--- src/rtl/dilithium_pkg.sv ---
// Shared Dilithium constants, controller state type and a byte-select helper
// for the 40-bit packed t1 group.
package dilithium_pkg;

    localparam int unsigned K                     = 6;
    localparam int unsigned N                     = 256;
    localparam int unsigned SEEDBYTES             = 32;
    localparam int unsigned COEF_W                = 32;
    localparam int unsigned T1_BITS               = 10;
    localparam int unsigned POLYT1_PACKEDBYTES    = 320;
    localparam int unsigned CRYPTO_PUBLICKEYBYTES = 1952;
    localparam int unsigned GROUP_W               = 4 * T1_BITS;

    typedef enum logic [2:0] {
        IDLE,
        RHO,
        FETCH,
        EMIT,
        DONE
    } pk_state_e;

    function automatic logic [7:0] group_byte(input logic [GROUP_W-1:0] grp,
                                              input logic [2:0]         idx);
        return 8'(grp >> {idx, 3'b000});
    endfunction

endpackage

--- src/rtl/t1_group_pack.sv ---
// Packs four 10-bit t1 coefficients into one 40-bit little-endian group.
module t1_group_pack
    import dilithium_pkg::*;
(
    input  logic [3:0][T1_BITS-1:0] coef_in,
    output logic [GROUP_W-1:0]      group_out
);

    always_comb begin
        group_out = {coef_in[3], coef_in[2], coef_in[1], coef_in[0]};
    end

endmodule

--- src/rtl/pk_pack_stream_ctrl.sv ---
// Streams the Dilithium public key (rho || packed t1) one byte per handshake.
// Optional macro PK_PACK_RANGE_CHECK_EN adds a sticky range_err_out flag.
module pk_pack_stream_ctrl #(
    parameter  int unsigned K         = dilithium_pkg::K,
    parameter  int unsigned N         = dilithium_pkg::N,
    parameter  int unsigned SEEDBYTES = dilithium_pkg::SEEDBYTES,
    parameter  int unsigned COEF_W    = dilithium_pkg::COEF_W,
    localparam int unsigned ADDR_W    = $clog2(K * N)
) (
    input  logic                   clk,
    input  logic                   rst_n,
    input  logic                   start_in,
    input  logic [8*SEEDBYTES-1:0] rho_in,
    output logic                   t1_rd_en_out,
    output logic [ADDR_W-1:0]      t1_addr_out,
    input  logic [COEF_W-1:0]      t1_data_in,
    output logic [7:0]             pk_byte_out,
    output logic                   pk_valid_out,
    input  logic                   pk_ready_in,
    output logic                   busy_out,
    output logic                   done_out
`ifdef PK_PACK_RANGE_CHECK_EN
    ,
    output logic                   range_err_out
`endif
);

    import dilithium_pkg::*;

    localparam int unsigned NGROUPS = K * N / 4;
    localparam int unsigned GRP_W   = $clog2(NGROUPS);
    localparam int unsigned RB_W    = $clog2(SEEDBYTES);

    localparam logic [GRP_W-1:0] LAST_GRP = GRP_W'(NGROUPS - 1);
    localparam logic [RB_W-1:0]  LAST_RHO = RB_W'(SEEDBYTES - 1);

    pk_state_e                 state_q, state_d;
    logic [8*SEEDBYTES-1:0]    rho_q, rho_d;
    logic [RB_W-1:0]           rb_q, rb_d;
    logic [2:0]                mb_q, mb_d;
    logic [2:0]                fc_q, fc_d;
    logic [GRP_W-1:0]          grp_q, grp_d;
    logic [3:0][T1_BITS-1:0]   coef_q, coef_d;
    logic                      rd_en_q, rd_en_d;
    logic [ADDR_W-1:0]         addr_q, addr_d;
    logic [7:0]                byte_q, byte_d;
    logic                      valid_q, valid_d;
    logic                      busy_q, busy_d;
    logic                      done_q, done_d;
    logic [GROUP_W-1:0]        group_d;
    logic                      handshake;

    assign handshake = valid_q && pk_ready_in;

    // Fetch cycle n (1..4) captures the read issued in cycle n-1.
    always_comb begin
        coef_d = coef_q;
        if (state_q == FETCH && fc_q != 3'd0) begin
            coef_d[2'(fc_q - 3'd1)] = t1_data_in[T1_BITS-1:0];
        end
    end

    // Packing the next-state slots lets byte 0 leave on the same edge as c3 lands.
    t1_group_pack u_pack (
        .coef_in   (coef_d),
        .group_out (group_d)
    );

    always_comb begin
        state_d = state_q;
        rho_d   = rho_q;
        rb_d    = rb_q;
        mb_d    = mb_q;
        fc_d    = fc_q;
        grp_d   = grp_q;
        rd_en_d = 1'b0;
        addr_d  = addr_q;
        byte_d  = byte_q;
        valid_d = valid_q;
        busy_d  = busy_q;
        done_d  = 1'b0;

        case (state_q)
            IDLE: begin
                if (start_in) begin
                    state_d = RHO;
                    rho_d   = rho_in;
                    rb_d    = '0;
                    mb_d    = '0;
                    grp_d   = '0;
                    busy_d  = 1'b1;
                    valid_d = 1'b1;
                    byte_d  = rho_in[7:0];
                end
            end

            RHO: begin
                if (handshake) begin
                    if (rb_q == LAST_RHO) begin
                        state_d = FETCH;
                        valid_d = 1'b0;
                        byte_d  = '0;
                        fc_d    = '0;
                        rd_en_d = 1'b1;
                        addr_d  = ADDR_W'({grp_q, 2'b00});
                    end else begin
                        rb_d   = rb_q + 1'b1;
                        byte_d = 8'(rho_q >> {rb_d, 3'b000});
                    end
                end
            end

            FETCH: begin
                if (fc_q == 3'd4) begin
                    state_d = EMIT;
                    mb_d    = '0;
                    valid_d = 1'b1;
                    byte_d  = group_byte(group_d, 3'd0);
                end else begin
                    fc_d = fc_q + 3'd1;
                    if (fc_q < 3'd3) begin
                        rd_en_d = 1'b1;
                        addr_d  = ADDR_W'({grp_q, 2'(fc_q + 3'd1)});
                    end
                end
            end

            EMIT: begin
                if (handshake) begin
                    if (mb_q == 3'd4) begin
                        valid_d = 1'b0;
                        byte_d  = '0;
                        if (grp_q == LAST_GRP) begin
                            state_d = DONE;
                            grp_d   = '0;
                            busy_d  = 1'b0;
                            done_d  = 1'b1;
                        end else begin
                            state_d = FETCH;
                            grp_d   = grp_q + 1'b1;
                            fc_d    = '0;
                            rd_en_d = 1'b1;
                            addr_d  = ADDR_W'({grp_d, 2'b00});
                        end
                    end else begin
                        mb_d   = mb_q + 3'd1;
                        byte_d = group_byte(group_d, mb_d);
                    end
                end
            end

            DONE: begin
                state_d = IDLE;
            end

            default: begin
                state_d = IDLE;
            end
        endcase
    end

    always_ff @(posedge clk or negedge rst_n) begin
        if (!rst_n) begin
            state_q <= IDLE;
            rho_q   <= '0;
            rb_q    <= '0;
            mb_q    <= '0;
            fc_q    <= '0;
            grp_q   <= '0;
            coef_q  <= '0;
            rd_en_q <= 1'b0;
            addr_q  <= '0;
            byte_q  <= '0;
            valid_q <= 1'b0;
            busy_q  <= 1'b0;
            done_q  <= 1'b0;
        end else begin
            state_q <= state_d;
            rho_q   <= rho_d;
            rb_q    <= rb_d;
            mb_q    <= mb_d;
            fc_q    <= fc_d;
            grp_q   <= grp_d;
            coef_q  <= coef_d;
            rd_en_q <= rd_en_d;
            addr_q  <= addr_d;
            byte_q  <= byte_d;
            valid_q <= valid_d;
            busy_q  <= busy_d;
            done_q  <= done_d;
        end
    end

    assign t1_rd_en_out = rd_en_q;
    assign t1_addr_out  = addr_q;
    assign pk_byte_out  = byte_q;
    assign pk_valid_out = valid_q;
    assign busy_out     = busy_q;
    assign done_out     = done_q;

`ifdef PK_PACK_RANGE_CHECK_EN
    logic err_q, err_d;

    always_comb begin
        err_d = err_q;
        if (state_q == IDLE && start_in) begin
            err_d = 1'b0;
        end else if (state_q == FETCH && fc_q != 3'd0 &&
                     (|t1_data_in[COEF_W-1:T1_BITS])) begin
            err_d = 1'b1;
        end
    end

    always_ff @(posedge clk or negedge rst_n) begin
        if (!rst_n) begin
            err_q <= 1'b0;
        end else begin
            err_q <= err_d;
        end
    end

    assign range_err_out = err_q;
`else
    logic unused_upper;
    assign unused_upper = ^t1_data_in[COEF_W-1:T1_BITS];
`endif

endmodule

--- config.mk ---
export PLATFORM = sky130hd
export DESIGN_NAME = pk_pack_stream_ctrl
export DESIGN_NICKNAME = d
export VERILOG_FILES = /design/src/rtl/dilithium_pkg.sv /design/src/rtl/t1_group_pack.sv /design/src/rtl/pk_pack_stream_ctrl.sv
export SDC_FILE = /design/constraint.sdc
export NUM_CORES = 1
export LEC_CHECK = 0
export CAP_MARGIN = 0
export CORE_MARGIN = 1.5
export CORE_UTILIZATION = 30
export CTS_BUF_LIST = sky130_fd_sc_hd__clkbuf_8
export CTS_CLUSTER_DIAMETER = 120
export DETAILED_ROUTE_END_ITERATION = 10
export GPL_ROUTABILITY_DRIVEN = 0
export SYNTH_ARGS = -nofsm -noshare
export SYNTH_HDL_FRONTEND = slang
export SYNTH_SLANG_ARGS = --single-unit
--- constraint.sdc ---
create_clock -name clk -period 3.2 [get_ports clk]
set_clock_uncertainty 0.05 [all_clocks]
set_input_delay 0.64 -clock clk [delete_from_list [all_inputs] [get_ports clk]]
set_output_delay 0.64 -clock clk [all_outputs]
set_load 0.02 [all_outputs]
* After elaboration in Yosys (flattened, before gate mapping)
Cells that the tools add are included.
** Word-level totals
- Register bits after elaboration :: 342
- Input port bits :: 292
- Logic and storage cells :: 136
** Operators by class
- Add/subtract/negate cells :: 5
- Magnitude comparators :: 3
- Equal/unequal tests :: 19
- Shift operators :: 2
- Mux-type cells :: 71
- Reduce and logical (&&, ||, !) cells :: 20
** Operators by type and width (count)
- 256-bit by 8-bit right shift with 8-bit output :: 1
- 11-bit 2-to-1 mux :: 7
- 3-bit 2-to-1 mux :: 17
- 8-bit 2-to-1 mux :: 6
- 40-bit bitwise mux :: 1
- 40-bit 2-to-1 mux :: 1
- 40-bit by 6-bit right shift with 8-bit output :: 1
- 9-bit 2-to-1 mux :: 4
- 11-bit case mux with 3 select lines :: 1
- 8-bit case mux with 4 select lines :: 1
- 10-bit demux with 2-bit select :: 1
- 1-bit 2-to-1 mux :: 20
- 2-bit inequality test (second input constant) :: 10
- 3-bit case mux with 3 select lines :: 2
- 9-bit case mux with 2 select lines :: 1
- 5-bit 2-to-1 mux :: 3
- 5-bit AND reduction :: 3
- 7-bit AND reduction :: 2
- 3-bit case mux with 4 select lines :: 1
- 10-bit 2-to-1 mux :: 1
- 5-bit case mux with 2 select lines :: 1
- 9-bit by 1-bit adder with 9-bit output (second input constant) :: 1
- 9-bit equality test (second input constant) :: 1
- 3-bit nonzero test :: 3
- other kinds (22) :: 30

* Logic depth before layout (Yosys ltp)
Gate-level depths: netlist of the first run.
- Depth in word-level cells :: 11
- Gate-level depth with buffers :: 10

* By module
Synthesis of the first run repeated with hierarchy kept, for this count alone.
** Unflattened totals
- Cells, all modules :: 1797
- Area, all modules :: 16762.3 µm²
** By module, submodules not included
- pk_pack_stream_ctrl :: times used 1, cells an instance 1757, area an instance 16462.0 µm², sequential area each 8558.2 µm²
- t1_group_pack :: times used 1, cells an instance 40, area an instance 300.3 µm², sequential area each 0.0 µm²

* Least setup slack after synthesis of the first run
No wires, ideal clock.
- Path kind :: register to register
- Start point :: register rb_q[1]
- End point :: register byte_q[7], in the netlist pk_byte_out[7]
- Library setup time :: 0.136 ns
- Arrival time :: 2.120 ns
- Required time :: 3.014 ns
- Path slack :: 0.893 ns
- Stages on the path, launching flop included :: 10
- Path buffers :: 3
- Period minus slack after synthesis :: 2.307 ns
- Cells stage by stage :: dfrtp_1 ha_1 buf_2 buf_1 buf_2 mux4_2 nand2_1 nand4_1 nand4_1 a31oi_1
** On the way
- Word-level cells in the longest chain between the ends :: 5
- Elaborated cells between the ends (all ways) :: 6
- Those cells by class :: add/sub: 1; eq/ne: 1; shift: 1; mux: 3
** Ends and longest elaborated chain
- start, declared :: line pk_pack_stream_ctrl.sv:39 : logic [RB_W-1:0] rb_q, rb_d;
- start signal, assigned :: line pk_pack_stream_ctrl.sv:180 : rb_q <= rb_d;
- 5-bit by 1-bit adder with 5-bit output :: line pk_pack_stream_ctrl.sv:107 : rb_d = rb_q + 1'b1;
- 256-bit by 8-bit right shift with 8-bit output :: line pk_pack_stream_ctrl.sv:108 : byte_d = 8'(rho_q >> {rb_d, 3'b000});
- 8-bit 2-to-1 mux (*) :: line pk_pack_stream_ctrl.sv:99 : if (rb_q == LAST_RHO) begin
- 8-bit 2-to-1 mux (*) :: line pk_pack_stream_ctrl.sv:98 : if (handshake) begin
- 8-bit case mux with 4 select lines (*) :: line pk_pack_stream_ctrl.sv:83 : case (state_q)
- end signal, assigned :: line pk_pack_stream_ctrl.sv:187 : byte_q <= byte_d;
- end, declared :: line pk_pack_stream_ctrl.sv:46 : logic [7:0] byte_q, byte_d;
Mark *: on every way between the ends. The rest lies on a longest branch, timed or not. The select of a mux whose other input is x is not followed.
A chain may end at the register's enable or synchronous reset.

* Final worst setup path of the first run
- Start point :: register rb_q[0]
- End point :: register byte_q[0], in the netlist pk_byte_out[0]
Same word-level chain as after synthesis.

==> results.toml, run 1 <==
[clock_network]
worstSkewPairLatency_ns = 0.63
cts_tree = "done"
clk_pin_slew_worst_paths_ns = 0.06
cts_buffers = 66
postCtsSetupBuffers = 0
clock_path_buffers = 3
cts.sinks = 342
h-tree-depth = 3
cts.root.buffer_cell = "clkbuf_8"

[critical_path]
crit_type = "register to register"
crit_fanout = 36
r2r_slack_ns = 0.32
end_kind = "register"
critical_path_required_ns = 3.66
slowest_delay_ns = 0.58
crit_chain = "buf_12 > buf_4 > mux4_2 > a22oi_1 > a31oi_1 > o31a_1"
arrival_ns = 3.33
crit_slowest_cell = "mux4_2"
path_buf_inv = 2
crit_family = "compound AO/OA/AOI/OAI gates"
start_kind = "register"

[floorplanning]
dieWidth_um = 236
row_count = 85
dieArea_mm2 = 0.0556
core_area_mm2 = 0.0537
start_util_pct = 30.3
die_h_um = 236
io-pin-count = 315

[cells_and_area]
syn_to_final_growth_pct = 32.9
drive_above_1_share_pct = 32.3
nets = 1845

[logic_synthesis]
yosysSeqAreaShare_pct = 52.6
synthCells = 1210
syn_nets = 1512
avgSynthCellArea_um2 = 13.4
yosysUniqueCellTypes = 70
syn_area_mm2 = 0.0163
yosys_warnings = 0
synthFlopType = "dfrtp_1"
synth_edf_count = 0
synthArstFlopShare_pct = 100
ys_ff_latch = 342

[global_routing]
grt.total_usage_pct = 17.2
grt.overflow.total = 0
grt_pass1_vias = 12100
grt_max_degree = 98
grt_pass1_wl_mm = 72.6
antenna_found_initial = 15

[place]
hpwl_mm = 34.8
portBuffers = 292

[sta]
period_needed_ns = 2.88
rsz0062_at_grt = "false"
fmax_mhz = 347
final-hold-violation-count = 0
setup_tns_ns = 0
timing.final.crit_share_pct = 89.9
setup_violations = 0
slew_viol_final = 0
worstMarginPinSlew_ns = 0.749
whs_ns = 0.436
maxSlewHeadroom_pct = 49.9

[routing]
drt_iter0_drc = 685
drt_pre_antenna_iters = 5
vias = 11400
routedWlPerCell_um = 20.7
drt-total-wl_mm = 47.5
drc = 0
ant_nets = 0
avgViaCountPerCell = 4.96

[flow_run]
cap_violations = 0

[power]
power.density_mw_per_mm2 = 435
leakage_nw = 9.66
irDropWorstVdd_mv = 0.299

[status]
status = "completed"

[hold_path]
hp-class = "register to register"
-- cells in the mapped netlist (3+ instances only) --
cell type  instances  area share [%]
a21oi_1           27            0.83
mux2_2           276              19
ha_1              10            0.77
nand2_1           74             1.7
dfrtp_1          342              53
nor2_1            49             1.1
a211o_1            5            0.27
o31ai_1           12            0.55
xor2_1             5            0.27
a22o_1             3            0.16
buf_6              8            0.55
o31a_1             3            0.16
a221oi_1           3            0.16
nand4_1           12            0.46
nand2b_1           9            0.35
buf_4              6            0.28
nor3_1            16            0.49
and3_1             7            0.27
mux4_2            64             8.9
buf_2             37             1.1
buf_1              5            0.12
a31oi_1           14            0.54
o21ai_0           34             1.0
o211ai_1           6            0.28
nand3_1           23            0.71
nor4_1             3            0.12
xnor2_1            8            0.43
mux2i_1           22             1.4
o22ai_1            3            0.12
clkbuf_1          24            0.55
and2_1             9            0.35
or3_1              7            0.27
a211oi_1           3            0.14
inv_1             21            0.48
a22oi_1           10            0.46
-- cell type report --
class,instances,area (um^2)
Multi-Input combinational cell,767,7230
Antenna cell,6,15.0
Inverter,21,78.8
Fill cell,5035,32100
Sequential cell,342,8560
Clock buffer,89,1220
Timing Repair Buffer,345,3470
Clock inverter,28,168
Tap cell,696,871
-- logic make-up after synthesis --
logic type	synth area share, %
multiplexers	29.5
flip-flops	52.6
AND/OR/NAND/NOR	6.96
AO/OA/AOI/OAI	6.24
buffers and inverters	3.12
XOR/XNOR	0.800
adder cells (fa/ha/maj)	0.769
-- layer usage --
metal | vias up | global-route usage [%] | routed length [um]
met5 | - | 0 | 117
met4 | 18 | 4.07 | 820
met3 | 92 | 6.33 | 3830
met2 | 343 | 28.3 | 23100
met1 | 5771 | 21.4 | 19700
li1 | 5165 | - | -
-- final timing paths --
check / start / endpoint / cells after the start
worst max-delay path: rb_q[0]$_DFFE_PN0P_ / pk_byte_out[0]$_DFFE_PN0P_ / 6
worst min register to register: coef_q[38]$_DFF_PN0_ / coef_q[38]$_DFF_PN0_ / 2
min in group asynchronous: rst_n / rho_q[191]$_DFFE_PN0P_ / 2
max in group asynchronous: rst_n / rho_q[206]$_DFFE_PN0P_ / 3
worst min-delay path: coef_q[38]$_DFF_PN0_ / coef_q[38]$_DFF_PN0_ / 2
worst max register to register: rb_q[0]$_DFFE_PN0P_ / pk_byte_out[0]$_DFFE_PN0P_ / 6
-- timing repair --
item,CTS,global route
hold endpoints to repair,67,0
endpoints found under the setup margin,0,0
hold buffers,1,0
resized for setup,0,0
-- registers in the layout, indices dropped and copies added (netlist names), 3 cells and up --
register and cells:
fc_q 3, pk_byte_out 8, t1_addr_out 11, rho_q 256
grp_q 9, state_q 3, coef_q 40, rb_q 5
mb_q 3
-- worst reg2reg max path, delay by kind of cell, from the launching register on --
| family | cells | cell delay, ns |
|---|---|---|
| flip-flops | 1 | 0.42 |
| multiplexers | 1 | 0.59 |
| buffers and inverters | 2 | 0.76 |
| AO/OA/AOI/OAI | 3 | 0.94 |
-- power by group --
group,switching [mW],internal (mW)
combinational,0.186,0.326
sequential,0.0121,4.35
clock,1.96,2.57
-- through the flow --
stage	setup WS (ns)	cells	cell area, um^2	total power, mW	util, %
after floorplan	0.893	1210	16300	4.47	-
after global placement	0.239	2170	20200	4.95	37.6
after detailed placement	0.228	2170	20200	4.96	37.6
after CTS	0.220	2288	21600	9.61	40.2
after global routing	0.134	2291	21600	9.81	40.2
final	0.322	2294	21600	9.40	40.3
-- layout by cell type, fill, tap and decap left out, drive strengths merged, types with 36 or more instances in the layout --
master         netlist  routed
mux2               278     278
clkbuf              24      89
mux4                64      64
buf                 56      53
o21ai               36      36
nand2               74      74
nor2                49      49
dfrtp              342     342
inv                 21      37
clkdlybuf4s50        0     291
No activity file was read; power rests on OpenSTA's default activity.
==> inputs of run 2 (changes only) <==
- CORE_UTILIZATION: 30 -> 47
- PLACE_DENSITY: not set -> 0.73
==> run 2 against run 1 <==
Net effect: final cell count fell by 12%; combinational power barely moved; fmax fell by 0.63%; die area fell by 36%; hold slack got worse by 0.0069 ns; global-route usage rose by 7.2 points; first-iteration DRC count fell by 1.5%; via count fell by 1.3%; routed wire length fell by 9.6%; critical path type unchanged.
==> results.toml, run 2 (synthesis results as in run 1) <==
[status]
status = "completed"

[sta]
slew_viol_final = 0
rsz0062_at_grt = "false"
setup_tns_ns = 0
setup_violations = 0
timing.final.crit_share_pct = 90.5
period_needed_ns = 2.90
final-hold-violation-count = 0
fmax_mhz = 345
maxSlewHeadroom_pct = 48.4
worstMarginPinSlew_ns = 0.772

[cells_and_area]
drive_above_1_share_pct = 31.1
syn_to_final_growth_pct = 29.6
final_common_cell = "dfrtp_1"
most-common-layout-cells = "dfrtp_1 (341), clkdlybuf4s50_1 (291), mux2_2 (276), nand2_1 (74), clkbuf_8 (73)"
nets = 1831
top_register = "rho_q"
postLayoutCoreUtil_pct = 62.4
largest_register_ffs = 256

[routing]
routedWlPerCell_um = 21.2
vias = 11200
avgViaCountPerCell = 5.55
drc = 0
drt_pre_antenna_iters = 5
drt-total-wl_mm = 43.0
ant_nets = 0
drt_iter0_drc = 675

[global_routing]
grt.total_usage_pct = 24.4
grt_max_degree = 76
antenna_found_initial = 9
grt_pass1_wl_mm = 67.4
grt_pass1_vias = 12000
grt.overflow.total = 0

[floorplanning]
dieArea_mm2 = 0.0357
start_util_pct = 48.2
dieWidth_um = 189
io-pin-count = 315
row_count = 67
core_area_mm2 = 0.0338
die_h_um = 189

[hold_path]
hold_path_startpoint = "coef_q[38]$_DFF_PN0_"
hp-class = "register to register"
holdPathEnd = "coef_q[38]$_DFF_PN0_"
min_path_cells = 2

[critical_path]
r2r_cells = 6
end_kind = "register"
path_buf_inv = 2
crit_family = "compound AO/OA/AOI/OAI gates"
crit_slowest_cell = "mux4_2"
r2r_slack_ns = 0.30
crit_fanout = 49
r2r-end = "pk_byte_out[0]$_DFFE_PN0P_"
crit_type = "register to register"
arrival_ns = 3.32
slowest_delay_ns = 0.53
crit_chain = "buf_12 > buf_4 > mux4_2 > a22oi_1 > a31oi_1 > o31a_1"
start_kind = "register"
r2r-start = "rb_q[0]$_DFFE_PN0P_"
critical_path_required_ns = 3.62

[clock_network]
cts.sinks = 342
h-tree-depth = 2
cts.root.buffer_cell = "clkbuf_8"
worstSkewPairLatency_ns = 0.61
postCtsSetupBuffers = 0
cts_buffers = 56
cts_tree = "done"
clk_pin_slew_worst_paths_ns = 0.06
clock_path_buffers = 3

[place]
hpwl_mm = 31.8
portBuffers = 292

[power]
irDropWorstVdd_mv = 0.301
power.density_mw_per_mm2 = 416
leakage_nw = 9.57

[flow_run]
cap_violations = 0
[run 2: cell count changes in the layout (fill, tap and decap cells not counted), sizes merged]
cell      delta
diode        -1
buf          -4
inv          +6
clkinv       -1
clkbuf      -16
clkinvlp     -3
[run 2: worst max path at each step]
stage / start / to / slack, ns / cells past startpoint
after detailed placement: rb_q[0]$_DFFE_PN0P_ / pk_byte_out[5]$_DFFE_PN0P_ / 0.29 / 6
after global routing: rb_q[0]$_DFFE_PN0P_ / pk_byte_out[5]$_DFFE_PN0P_ / 0.13 / 8
final: rb_q[0]$_DFFE_PN0P_ / pk_byte_out[0]$_DFFE_PN0P_ / 0.30 / 6
after global placement: rb_q[0]$_DFFE_PN0P_ / pk_byte_out[5]$_DFFE_PN0P_ / 0.30 / 8
after CTS: rb_q[0]$_DFFE_PN0P_ / pk_byte_out[5]$_DFFE_PN0P_ / 0.25 / 6
after floorplan: rb_q[1]$_DFFE_PN0P_ / pk_byte_out[7]$_DFFE_PN0P_ / 0.89 / 9
[run 2: metrics by stage]
step | instances | power, mW | cell area (um^2) | hold slack, ns | setup WS, ns
after global routing | 2026 | 9.10 | 21100 | 0.443 | 0.133
final | 2027 | 8.78 | 21100 | 0.429 | 0.304
after detailed placement | 1918 | 4.96 | 19900 | 0.412 | 0.293
after CTS | 2022 | 8.87 | 21100 | 0.430 | 0.247
after floorplan | 1210 | 4.47 | 16300 | 0.294 | 0.893
after global placement | 1918 | 4.95 | 19900 | 0.406 | 0.301
[run 2: layer usage]
metal	up-vias	part of all wire (%)	GRT usage, %
met2	362	49	40.7
met3	82	7.5	6.88
met4	8	2.5	7.54
met1	5671	41	31.1
li1	5122	-	-
met5	-	0.13	0
[run 2: worst reg2reg max path, delay by kind of cell, from the launching register on]
family,cells,cell delay [ns]
AOI/OAI and AO/OA,3,1.01
buffers and inverters,2,0.74
muxes,1,0.54
DFF,1,0.43
[run 2: layout make-up]
type | count | area [um^2]
Antenna cell | 5 | 12.5
Clock buffer | 73 | 1000
Clock inverter | 30 | 163
Fill cell | 2615 | 12700
Inverter | 21 | 78.8
Multi-Input combinational cell | 767 | 7230
Sequential cell | 342 | 8560
Tap cell | 448 | 561
Timing Repair Buffer | 341 | 3490
[run 2: power breakdown]
part	total (mW)	leakage [nW]	internal [mW]	switching, mW
Sequential	4.36	4.63	4.35	0.0126
Clock	3.91	0.685	2.13	1.78
Combinational	0.516	4.25	0.331	0.185
[run 2: timing repair]
| action | in CTS | in global routing |
|---|---|---|
| gates resized for setup | 0 | 0 |
| hold endpoints to repair | 44 | 0 |
| hold buffers | 1 | 0 |
==> inputs of run 3 (changes only) <==
- CAP_MARGIN: 0 -> not set
==> results of run 3 <==
The final DEF is identical to that of run 2; final timing and power are the same.
